$ cat config.mk
export PLATFORM = sky130hd
export DESIGN_NAME = tick_divider
export DESIGN_NICKNAME = d
export VERILOG_FILES = /design/src/rtl/tick_divider_pkg.sv /design/src/rtl/tick_divider_ch.sv /design/src/rtl/tick_divider.sv
export SDC_FILE = /design/constraint.sdc
export NUM_CORES = 1
export LEC_CHECK = 0
export BUFFER_PORTS_ARGS = -buffer_cell sky130_fd_sc_hd__buf_2
export CAP_MARGIN = 10
export CORE_ASPECT_RATIO = 0.5
export CORE_MARGIN = 5
export CORE_UTILIZATION = 30
export DETAILED_ROUTE_END_ITERATION = 6
export GPL_ROUTABILITY_DRIVEN = 0
export PLACE_DENSITY = 0.4
export SLEW_MARGIN = 20
export SYNTH_ARGS = -nofsm -noshare
export SYNTH_HDL_FRONTEND = slang
export SYNTH_SLANG_ARGS = --single-unit
$ cat constraint.sdc
create_clock -name clock -period 5 [get_ports clock]
set_input_delay 0 -clock clock [delete_from_list [all_inputs] [get_ports clock]]
set_output_delay 0 -clock clock [all_outputs]
set_load 0.02 [all_outputs]
$ cat src/rtl/tick_divider_pkg.sv
// Shared constants and types for the multi-channel tick divider.
package tick_divider_pkg;

  localparam int unsigned CLK_HZ        = 100_000_000;
  localparam int unsigned CNT_W_DEFAULT = 28;
  localparam int unsigned DIV_2HZ       = 50_000_000;
  localparam int unsigned DIV_1KHZ      = 100_000;

  typedef enum logic [0:0] {
    UPD_IDLE    = 1'b0,
    UPD_PENDING = 1'b1
  } upd_state_t;

  // Width of a channel index; a single channel still needs one bit.
  function automatic int ch_width(input int n);
    return (n > 1) ? $clog2(n) : 1;
  endfunction

endpackage

$ cat src/rtl/tick_divider_ch.sv
// One divider channel: counter, programmable divisor, tick and square outputs.
module tick_divider_ch
  import tick_divider_pkg::*;
#(
  parameter int unsigned CNT_W       = CNT_W_DEFAULT,
  parameter int unsigned DEFAULT_DIV = DIV_2HZ
) (
  input  logic             clock,
  input  logic             reset_n,
  input  logic             en,
  input  logic             sync,
  input  logic             load,
  input  logic [CNT_W-1:0] load_val,
  output logic             load_ok,
  output logic             tick,
  output logic             clk_out
);

  logic [CNT_W-1:0] cnt;
  logic [CNT_W-1:0] div;
  logic             active;
  logic             wrap;

  assign active  = en && (div != '0);
  assign wrap    = active && (cnt == div - CNT_W'(1));
  // A new divisor may only land on a wrap edge, or anywhere while the channel is idle.
  assign load_ok = wrap || !active;

  always_ff @(posedge clock or negedge reset_n) begin
    if (!reset_n) begin
      cnt     <= '0;
      div     <= CNT_W'(DEFAULT_DIV);
      tick    <= 1'b0;
      clk_out <= 1'b0;
    end else if (sync) begin
      cnt     <= '0;
      tick    <= 1'b0;
      clk_out <= 1'b0;
    end else begin
      // NOTE: non-blocking assignments so every register samples pre-edge values.
      tick <= wrap;
      if (wrap) clk_out <= ~clk_out;
      if (load) div <= load_val;
      if (wrap || !active || load) cnt <= '0;
      else                         cnt <= cnt + CNT_W'(1);
    end
  end

endmodule

$ cat src/rtl/tick_divider.sv
// NUM_CH-channel clock-enable generator with a single shared divisor-update slot.
// Define TICK_DIVIDER_SYNC_EN to add the sync input that phase-aligns all channels.
module tick_divider
  import tick_divider_pkg::*;
#(
  parameter  int unsigned NUM_CH      = 4,
  parameter  int unsigned CNT_W       = CNT_W_DEFAULT,
  parameter  int unsigned DEFAULT_DIV = DIV_2HZ,
  localparam int unsigned CH_W        = ch_width(NUM_CH)
) (
  input  logic              clock,
  input  logic              reset_n,
  input  logic [NUM_CH-1:0] enable,
  input  logic              div_valid,
  output logic              div_ready,
  input  logic [CH_W-1:0]   div_ch,
  input  logic [CNT_W-1:0]  div_val,
  output logic [NUM_CH-1:0] tick,
  output logic [NUM_CH-1:0] clk_out
`ifdef TICK_DIVIDER_SYNC_EN
  ,
  input  logic              sync
`endif
);

  localparam logic [CH_W:0] NUM_CH_EXT = (CH_W+1)'(NUM_CH);

  logic              sync_i;
  upd_state_t        state;
  logic [CH_W-1:0]   pend_ch;
  logic [CNT_W-1:0]  pend_val;
  logic [NUM_CH-1:0] load_ok;
  logic [NUM_CH-1:0] load;
  logic              ch_in_range;

`ifdef TICK_DIVIDER_SYNC_EN
  assign sync_i = sync;
`else
  assign sync_i = 1'b0;
`endif

  assign div_ready   = (state == UPD_IDLE);
  assign ch_in_range = ({1'b0, div_ch} < NUM_CH_EXT);

  // Requests for non-existent channels are accepted but never leave IDLE.
  always_ff @(posedge clock or negedge reset_n) begin
    if (!reset_n) begin
      state    <= UPD_IDLE;
      pend_ch  <= '0;
      pend_val <= '0;
    end else begin
      case (state)
        UPD_IDLE: begin
          if (div_valid && ch_in_range) begin
            state    <= UPD_PENDING;
            pend_ch  <= div_ch;
            pend_val <= div_val;
          end
        end
        UPD_PENDING: begin
          if (|load) state <= UPD_IDLE;
        end
        default: state <= UPD_IDLE;
      endcase
    end
  end

  for (genvar i = 0; i < NUM_CH; i++) begin : g_ch
    // sync wins over a pending apply, which simply waits for a later edge.
    assign load[i] = (state == UPD_PENDING) && (pend_ch == CH_W'(i)) &&
                     load_ok[i] && !sync_i;

    tick_divider_ch #(
      .CNT_W       (CNT_W),
      .DEFAULT_DIV (DEFAULT_DIV)
    ) u_ch (
      .clock    (clock),
      .reset_n  (reset_n),
      .en       (enable[i]),
      .sync     (sync_i),
      .load     (load[i]),
      .load_val (pend_val),
      .load_ok  (load_ok[i]),
      .tick     (tick[i]),
      .clk_out  (clk_out[i])
    );
  end

endmodule
==> flow_summary.ini, run 1 <==
[sta]
tightest_slew_ps = 972.3
drv_slew = 0
whs_ps = 50.68
rsz0062_at_grt = no
finalHoldViolations = 0
clock.fmax_mhz = 223.6
fin_crit_sh_pct = 89.45
maxSlewHeadroom_pct = 35.18
setup_viol = 0
fin_crit_ps = 4473
tns_ps = 0
skew_ps = 12.02

[final_layout]
post_route_cells_drive_above_1_share_pct = 19.95
fill_cells = 5104
nNetsFinal = 1661
syn_to_final_growth_pct = 15.26
layout_common_cells = dfrtp_1, nor2_1, mux2_2
final_common_cell = dfrtp_1

[worst_setup_path]
crit_chain = or4_1 -> or4_1 -> o31a_1 -> or4_1 -> or4_4 -> a2111oi_4 -> o21ai_4 -> buf_16 -> mux2_4
critical-path-max-stage-delay_ps = 720
cp-end-kind = register
path_buf_inv = 1
crit_slowest_cell = or4_1
startpoint_type = register
crit_fanout = 16
critical_path_class = register to register
cpMostUsedCell = or4_1
cp_top_family = simple AND/OR/NAND/NOR gates
critPathRequiredTime_ps = 5450
critPathArrivalTime_ps = 4920

[outcome]
status = finished, final reports clean

[synth]
yosysWarnings = 0
synth_edf_count = 0
syn-cell-area_um2 = 15520
synth_cells = 1546
synth_area_per_cell_um2 = 10.04
synth_nets = 1595
synth-main-ff-cell = dfrtp_1
seq_area_frac_synth_pct = 42.79
async_flop_share_pct = 100.0
synthDistinctLibCells = 78
ys_ff_latch = 263

[cts]
insertion_delay_ps = 570
cts_root_buffer = clkbuf_16
cts_sinks = 263
cts-buffers-inserted = 28
path_clk_slew_ps = 70
cts_resized = 0
htreeDepth = 1
cts_tree = done
cts_buffer_depth = 3

[floorplan]
start_util_pct = 30.60
core_area_um2 = 50730
ios = 46
num_rows = 58
die_w_um = 331.7
die_h_um = 170.8
die_area_um2 = 56670

[detailed_routing]
vias_per_cell = 5.152
vias = 11989
drt-initial-drc-count = 915
drc = 0
detail_route.wl_per_cell_um = 19.79
first_pass_iters = 5
wirelength_mm = 46.05
ant_nets = 0

[grt]
grt_pass1_vias = 11889
grt_antenna_before_repair = 2
grt_pass1_wl_mm = 71.70
track_usage_pct = 16.01
grt_max_degree = 162
grt_overflow = 0

[placed_design]
dp_hpwl_mm = 33.66
io_buffers = 45

[power]
p_leak_nw = 7.124
power_w = 0.009470
p_per_area_nw_per_um2 = 529.3
ir_drop_mv = 0.2538

[flow_run]
drv_cap = 0

[hold_path]
holdCritPathClass = input pin to register
sequential cells by signal, summed over array words and instances, names as in the netlist:
register           cells
g_ch.u_ch.cnt        112
g_ch.u_ch.div        112
pend_val              28
g_ch.u_ch.clk_out      4
g_ch.u_ch.tick         4
pend_ch                2
state                  1
final timing paths:
check | startpoint | endpoint | slack, ps | cells after the start
worst max-delay path | g_ch[1].u_ch.div[9] | g_ch[1].u_ch.div[18] | 530 | 9
worst min-delay path | div_valid | pend_val[14] | 50 | 3
worst max register to register | g_ch[1].u_ch.div[9] | g_ch[1].u_ch.div[18] | 530 | 9
worst min register to register | g_ch[2].u_ch.clk_out | g_ch[2].u_ch.clk_out | 470 | 1
max in group asynchronous | reset_n | g_ch[2].u_ch.cnt[15] | 3520 | 4
min in group asynchronous | reset_n | g_ch[0].u_ch.cnt[19] | 540 | 4
layer usage:
metal	vias up	part of all wire, %	track usage [%]
met5	-	0	0
met4	0	2.5	3.876
met3	63	4.6	2.898
met2	222	43	25.08
met1	6018	50	23.09
li1	5686	-	-
cells by family (layout without fill, tap and decap cells):
kind of cell	count (synthesis)	count (layout)	share of synthesized area (%)
buf+inv	107	195	3.031
simple gates	627	627	21.40
compound gates	154	154	7.359
mux	148	148	11.19
other cells	0	3	0
fa+ha+maj	13	13	1.032
xor+xnor	234	234	13.20
flops	263	263	42.79
Yosys cell counts (5+ instances only):
master / number / area (um2)
nor2b_1: 10 / 62.56
xnor2_1: 113 / 989.7
o31ai_1: 10 / 75.07
a22oi_1: 6 / 45.04
clkbuf_1: 45 / 168.9
ha_1: 12 / 150.1
and2_1: 8 / 50.05
inv_1: 37 / 138.9
and4_1: 13 / 113.9
or3_1: 19 / 118.9
nor4_1: 39 / 244.0
mux2_2: 123 / 1385
o31a_1: 5 / 43.79
nand4b_1: 11 / 96.34
nand3_1: 75 / 375.4
nand4_1: 37 / 231.5
mux2_4: 20 / 300.3
or2_2: 7 / 43.79
dfrtp_1: 215 / 5380
a21oi_1: 18 / 90.09
o21a_1: 5 / 37.54
buf_2: 12 / 60.06
nand2_1: 67 / 251.5
a211oi_1: 13 / 97.59
and3_1: 27 / 168.9
or4_1: 28 / 210.2
nand3b_1: 14 / 105.1
nand2b_1: 16 / 100.1
a31oi_1: 10 / 62.56
o211ai_1: 6 / 45.04
dfstp_2: 48 / 1261
xor2_1: 121 / 1060
o21ai_0: 24 / 120.1
buf_4: 8 / 60.06
nor2_1: 183 / 686.9
nor3_1: 48 / 240.2
nor3b_1: 9 / 67.56
o41ai_1: 5 / 43.79
worst register-to-register path: cells and delay by family (launching register included):
| family | cells | cell delay (ps) |
|---|---|---|
| AND/OR/NAND/NOR | 4 | 2420 |
| multiplexers | 1 | 310 |
| flip-flops | 1 | 440 |
| buffers and inverters | 1 | 270 |
| AO/OA/AOI/OAI | 3 | 930 |
power breakdown:
part	internal, W	switching, W	total, W
Combinational	0.00159	0.00150	0.00309
Clock	0.00131	0.000899	0.00221
Sequential	0.00286	0.00131	0.00418
per-stage QoR:
stage               cell area [um2]  setup WS (ps)  instances  util, %
floorplan                     15520           1024       1546        -
global placement              16490          673.6       2233    32.50
detailed placement            16510          575.0       2234    32.56
CTS                           17860          549.6       2323    35.20
global route                  17880          439.0       2324    35.25
finish                        17890          527.3       2327    35.27
layout make-up:
class                      instances  area, um2  share of cell area, %
multi-input combinational       1176       8418                  47.05
sequential                       263       6641                  37.12
tap                              690      863.3                  4.826
timing repair buffer             106      860.8                  4.812
clock buffer                      44      842.1                  4.707
inverter                          37      138.9                 0.7763
clock inverter                     8      118.9                 0.6644
antenna                            3      7.507                0.04196
what timing repair did:
item | CTS | global route
buffers inserted | 0 | 0
hold endpoints to repair | 253 | 0
hold buffers | 37 | 0
setup endpoints to repair | 0 | 0
Power figures use the tool's default switching activity.
==> run 2, diff against run 1 <==
CELL_PAD_IN_SITES_DETAIL_PLACEMENT = 1   (was default)
CELL_PAD_IN_SITES_GLOBAL_PLACEMENT = 2   (was default)
HOLD_SLACK_MARGIN = 0.05   (was default)
PLACE_DENSITY = 0.57   (was 0.4)
==> flow_summary.ini, run 2 (synthesis results as in run 1) <==
[final_layout]
fill_cells = 5680
syn_to_final_growth_pct = 14.84
multi_input_area_um2 = 8414
regArea_um2 = 6641
final_common_cell = dfrtp_1
n_antenna_cell = 0
reg_top3 = g_ch.u_ch.cnt (112), g_ch.u_ch.div (112), pend_val (28)
fin_cells = 2320
final_cell_area_um2 = 17830
nNetsFinal = 1659
layout_common_cells = dfrtp_1, nor2_1, mux2_2
post_route_cells_drive_above_1_share_pct = 20.12

[flow_run]
drv_cap = 0

[sta]
tightest_slew_ps = 1003
clock.fmax_mhz = 225.1
whs_ps = 39.99
finalHoldViolations = 0
fin_crit_ps = 4443
maxSlewHeadroom_pct = 32.19
fin_crit_sh_pct = 88.87
rsz0062_at_grt = no
tns_ps = 0
setup_viol = 0
drv_slew = 0
skew_ps = 14.71

[detailed_routing]
drc = 0
vias_per_cell = 5.200
wirelength_mm = 49.70
drt-initial-drc-count = 786
first_pass_iters = 5
detail_route.wl_per_cell_um = 21.42
ant_nets = 0
vias = 12063

[power]
p_per_area_nw_per_um2 = 531.4
p_clk_share_pct = 23.1
ir_drop_mv = 0.2006
switchingPower_w = 0.003739
p_int_w = 0.005733
power_w = 0.009472
p_leak_nw = 7.084
sw_frac_of_total_pct = 39.47
comb_power_share_pct = 32.3
pwr-share-seq_pct = 44.6

[placed_design]
placed_area_um2 = 16490
dp_hpwl_mm = 36.74
placedCellCount = 2234
io_buffers = 45

[cts]
cts_buffer_depth = 3
htreeDepth = 1
cts-buffers-inserted = 27
ctsHoldBuffers = 36
path_clk_slew_ps = 60
cts_root_buffer = clkbuf_16
cts_resized = 0
cts_sinks = 263
post-cts-setup-buffers = 0
cts_tree = done
insertion_delay_ps = 550

[worst_setup_path]
critical_path_class = register to register
cp-end-kind = register
r2r_cells = 9
crit_fanout = 16
critPathRequiredTime_ps = 5440
startpoint_type = register
reg2reg_from = g_ch[1].u_ch.div[9]
critPathArrivalTime_ps = 4880
regToRegSetupSlack_ps = 560
r2r_end = g_ch[1].u_ch.div[16]

[grt]
grt_pass1_vias = 12495
grt_max_degree = 127
grt_pass1_wl_mm = 76.96
grt_antenna_before_repair = 0
grt_overflow = 0
track_usage_pct = 17.23

[hold_path]
holdCritPathClass = input pin to async pin

[outcome]
status = finished, final reports clean

[floorplan]
start_util_pct = 30.60
core_area_um2 = 50730
die_h_um = 170.8
die_w_um = 331.7
ios = 46
num_rows = 58
die_area_um2 = 56670
[run 2: cell types whose count changed in the layout (fill, tap and decap cells not counted), moves of 2 or more]
cell        before  now
bufinv_16        3    5
clkinvlp_4       0    3
clkbuf_1         9    4
clkbuf_8         6    3
diode_2          3    0
clkbuf_16       29   27
[run 2: layer usage]
layer | part of all wire (%) | global-route usage (%) | up-vias
met4 | 2.2 | 3.488 | 0
met1 | 55 | 27.45 | 6148
met2 | 40 | 24.84 | 175
li1 | - | - | 5689
met3 | 2.9 | 2.094 | 51
met5 | 0 | 0 | -
[run 2: cell type report]
cell class | count | share of cell area, %
Timing Repair Buffer | 105 | 4.604
Tap cell | 690 | 4.843
Multi-Input combinational cell | 1176 | 47.20
Clock inverter | 15 | 1.207
Clock buffer | 34 | 4.106
Sequential cell | 263 | 37.26
Inverter | 37 | 0.7791
[run 2: critical path: stages, from the launching register on]
cell	delay, ps
dfrtp_1	450
or4_1	690
or4_1	710
o31a_1	320
or4_1	400
or4_4	560
a2111oi_4	390
o21ai_4	250
buf_16	240
mux2_4	300
[run 2: worst max-delay path by stage]
stage / from / endpoint / slack (ps) / depth (start not counted)
finish: g_ch[1].u_ch.div[9] / g_ch[1].u_ch.div[16] / 560 / 9
global placement: g_ch[2].u_ch.div[4] / g_ch[2].u_ch.div[8] / 690 / 9
detailed placement: g_ch[0].u_ch.div[11] / g_ch[0].u_ch.div[2] / 490 / 8
global route: g_ch[1].u_ch.div[9] / g_ch[1].u_ch.div[10] / 400 / 9
floorplan: g_ch[1].u_ch.div[9] / g_ch[1].u_ch.div[10] / 1020 / 11
CTS: g_ch[0].u_ch.div[11] / g_ch[0].u_ch.div[2] / 470 / 8
[run 2: power by group through the flow]
| stage | logic, W | registers [W] | clock network, W |
|---|---|---|---|
| 3_3_place_gp | 0.00295 | 0.00420 | 0 |
| 2_1_floorplan | 0.00257 | 0.00340 | 0 |
| 5_1_grt | 0.00336 | 0.00433 | 0.00235 |
| 3_5_place_dp | 0.00302 | 0.00425 | 0 |
| 4_1_cts | 0.00306 | 0.00422 | 0.00226 |
| 6_report | 0.00306 | 0.00422 | 0.00219 |
[run 2: through the flow]
| step | worst slack [ps] | util (%) |
|---|---|---|
| 2_1_floorplan | 1024 | - |
| 5_1_grt | 399.0 | 35.14 |
| 3_3_place_gp | 694.5 | 32.51 |
| 3_5_place_dp | 494.6 | 32.51 |
| 6_report | 556.6 | 35.14 |
| 4_1_cts | 467.4 | 35.08 |
==> run 3, diff against run 2 <==
ABC_AREA = 1   (was default)
PLACE_DENSITY = 0.63   (was 0.57)
==> flow_summary.ini, run 3 <==
[sta]
finalHoldViolations = 0
maxSlewHeadroom_pct = 35.13
tightest_slew_ps = 969.7
whs_ps = 13.39
setup_viol = 0
drv_slew = 0
fin_crit_ps = 3577
worst_slack_ps = 1423
rsz0062_at_grt = no
tns_ps = 0
fin_crit_sh_pct = 71.54
skew_ps = 16.64
clock.fmax_mhz = 279.6

[floorplan]
core_area_um2 = 54130
ios = 46
die_area_um2 = 60230
die_h_um = 176.1
die_w_um = 342.1
num_rows = 60
start_util_pct = 30.57

[final_layout]
final_common_cell = nand2_1
nNetsFinal = 2324
layout_common_cells = nand2_1, nor2_1, dfrtp_1
n_antenna_cell = 0
post_route_cells_drive_above_1_share_pct = 11.36
fin_cells = 3041
regArea_um2 = 6641
reg_top3 = g_ch.u_ch.cnt (112), g_ch.u_ch.div (112), pend_val (28)
multi_input_area_um2 = 8665
fill_cells = 6653
syn_to_final_growth_pct = 13.22

[detailed_routing]
drc = 0
vias = 14317
wirelength_mm = 55.44
first_pass_iters = 5
drt-initial-drc-count = 864
ant_nets = 0
detail_route.wl_per_cell_um = 18.23
vias_per_cell = 4.708

[cts]
cts_buffer_depth = 3
cts-buffers-inserted = 28
path_clk_slew_ps = 70
cts_root_buffer = clkbuf_16
insertion_delay_ps = 590
cts_resized = 0
cts_sinks = 263
htreeDepth = 1
cts_tree = done

[synth]
synth_nets = 2265
yosys.area.top_type = dfrtp_1
synth_area_per_cell_um2 = 7.467
synthTopCellsByCount = nand2_1, nor2_1, dfrtp_1
seq_area_frac_synth_pct = 40.14
syn-cell-area_um2 = 16550
synth-main-ff-cell = dfrtp_1
synth.top_cell.area_share_pct = 32.52
async_flop_share_pct = 100.0
synth_cells = 2216
synthTopCellsByArea = dfrtp_1, nand2_1, nor2_1, dfstp_2, xor2_1
synth_edf_count = 0
synth.most_common_cell = nand2_1
yosysWarnings = 0
synthDistinctLibCells = 53
ys_ff_latch = 263

[worst_setup_path]
reg2reg_from = g_ch[2].u_ch.div[1]
critical_path_class = register to register
critPathArrivalTime_ps = 4030
critPathRequiredTime_ps = 5450
cp-end-kind = register
crit_fanout = 35
startpoint = g_ch[2].u_ch.div[1]
startpoint_type = register

[hold_path]
holdCritPathClass = input pin to async pin

[flow_run]
drv_cap = 0

[placed_design]
placedCellCount = 2954
dp_hpwl_mm = 42.23
pre_cts_ws_ps = 1329
io_buffers = 45

[power]
ir_drop_mv = 0.2220
p_leak_nw = 8.393
power_w = 0.009971
p_per_area_nw_per_um2 = 532.3

[grt]
grt_pass1_vias = 14424
grt_max_degree = 100
grt_overflow = 0
grt_pass1_wl_mm = 86.86
grt_antenna_before_repair = 1
track_usage_pct = 18.39

[outcome]
status = finished, final reports clean
==> run 3: changes by cell type after synthesis, sizes merged, moves of 28 or more <==
cell,delta
a21oi,+37
inv,+183
mux2,-144
nand2,+493
nor2,+222
nor4,-28
o21ai,+120
or4,-30
xnor2,-54
==> run 3: logic make-up (layout without fill, tap and decap cells) <==
kind of cell / Yosys count / in the layout / share of synthesized area, %
simple gates: 1252 / 1252 / 33.16
buf+inv: 283 / 364 / 7.585
flops: 263 / 263 / 40.14
compound gates: 232 / 232 / 8.243
xor+xnor: 174 / 174 / 9.967
fa+ha+maj: 12 / 12 / 0.9074
==> run 3: per-layer routing <==
| metal | up-vias | track usage (%) | wire, um |
|---|---|---|---|
| met5 | - | 0 | 0 |
| met4 | 0 | 2.103 | 598 |
| met3 | 36 | 2.258 | 1277 |
| met2 | 114 | 25.85 | 21550 |
| met1 | 6985 | 30.32 | 32020 |
| li1 | 7182 | - | - |
==> run 3: layout make-up <==
cell class / instances / area share (%)
Multi-Input combinational cell: 1670 / 46.25
Sequential cell: 263 / 35.45
Tap cell: 744 / 4.969
Inverter: 223 / 4.468
Clock buffer: 38 / 4.428
Timing Repair Buffer: 89 / 3.553
Clock inverter: 14 / 0.8750
==> run 3: worst paths after layout <==
| path | end | slack [ps] | cells past startpoint |
|---|---|---|---|
| hold / removal | g_ch[2].u_ch.cnt[8] | 10 | 2 |
| hold reg to reg | g_ch[1].u_ch.clk_out | 470 | 1 |
| max in group asynchronous | g_ch[3].u_ch.div[13] | 3790 | 3 |
| setup reg to reg | g_ch[2].u_ch.div[27] | 1420 | 16 |
| setup / recovery | g_ch[2].u_ch.div[27] | 1420 | 16 |
| min in group clock | state | 90 | 3 |
==> run 3: critical path, cell delays in order (launching register included) <==
cell	delay, ps
dfrtp_1	390
inv_1	120
ha_1	220
nand3_2	150
nor2_4	170
nand2_2	110
nor2_2	120
nand2_1	60
a21oi_1	160
nand3_1	90
nor2_1	130
nand3_2	130
o21bai_4	570
nand2_2	450
buf_4	400
nand2_1	100
o21ai_0	90
==> run 3: report_power, final <==
part | internal (W) | total [W] | switching, W | leakage, nW
registers | 0.00284 | 0.00370 | 0.000860 | 3.30
clock network | 0.00132 | 0.00230 | 0.000978 | 0.473
logic | 0.00136 | 0.00398 | 0.00261 | 4.62
total | 0.00552 | 0.00997 | 0.00445 | 8.39
==> run 3: per-stage QoR <==
stage	utilization, %	instance area (um2)
floorplan	-	16550
global placement	32.12	17380
detailed placement	32.12	17380
CTS	34.60	18730
global route	34.61	18730
finish	34.61	18730
==> run 3: repair_timing <==
action	4_1_cts	5_1_grt
buffers inserted	0	0
hold buffers	35	0
hold endpoints to repair	136	0
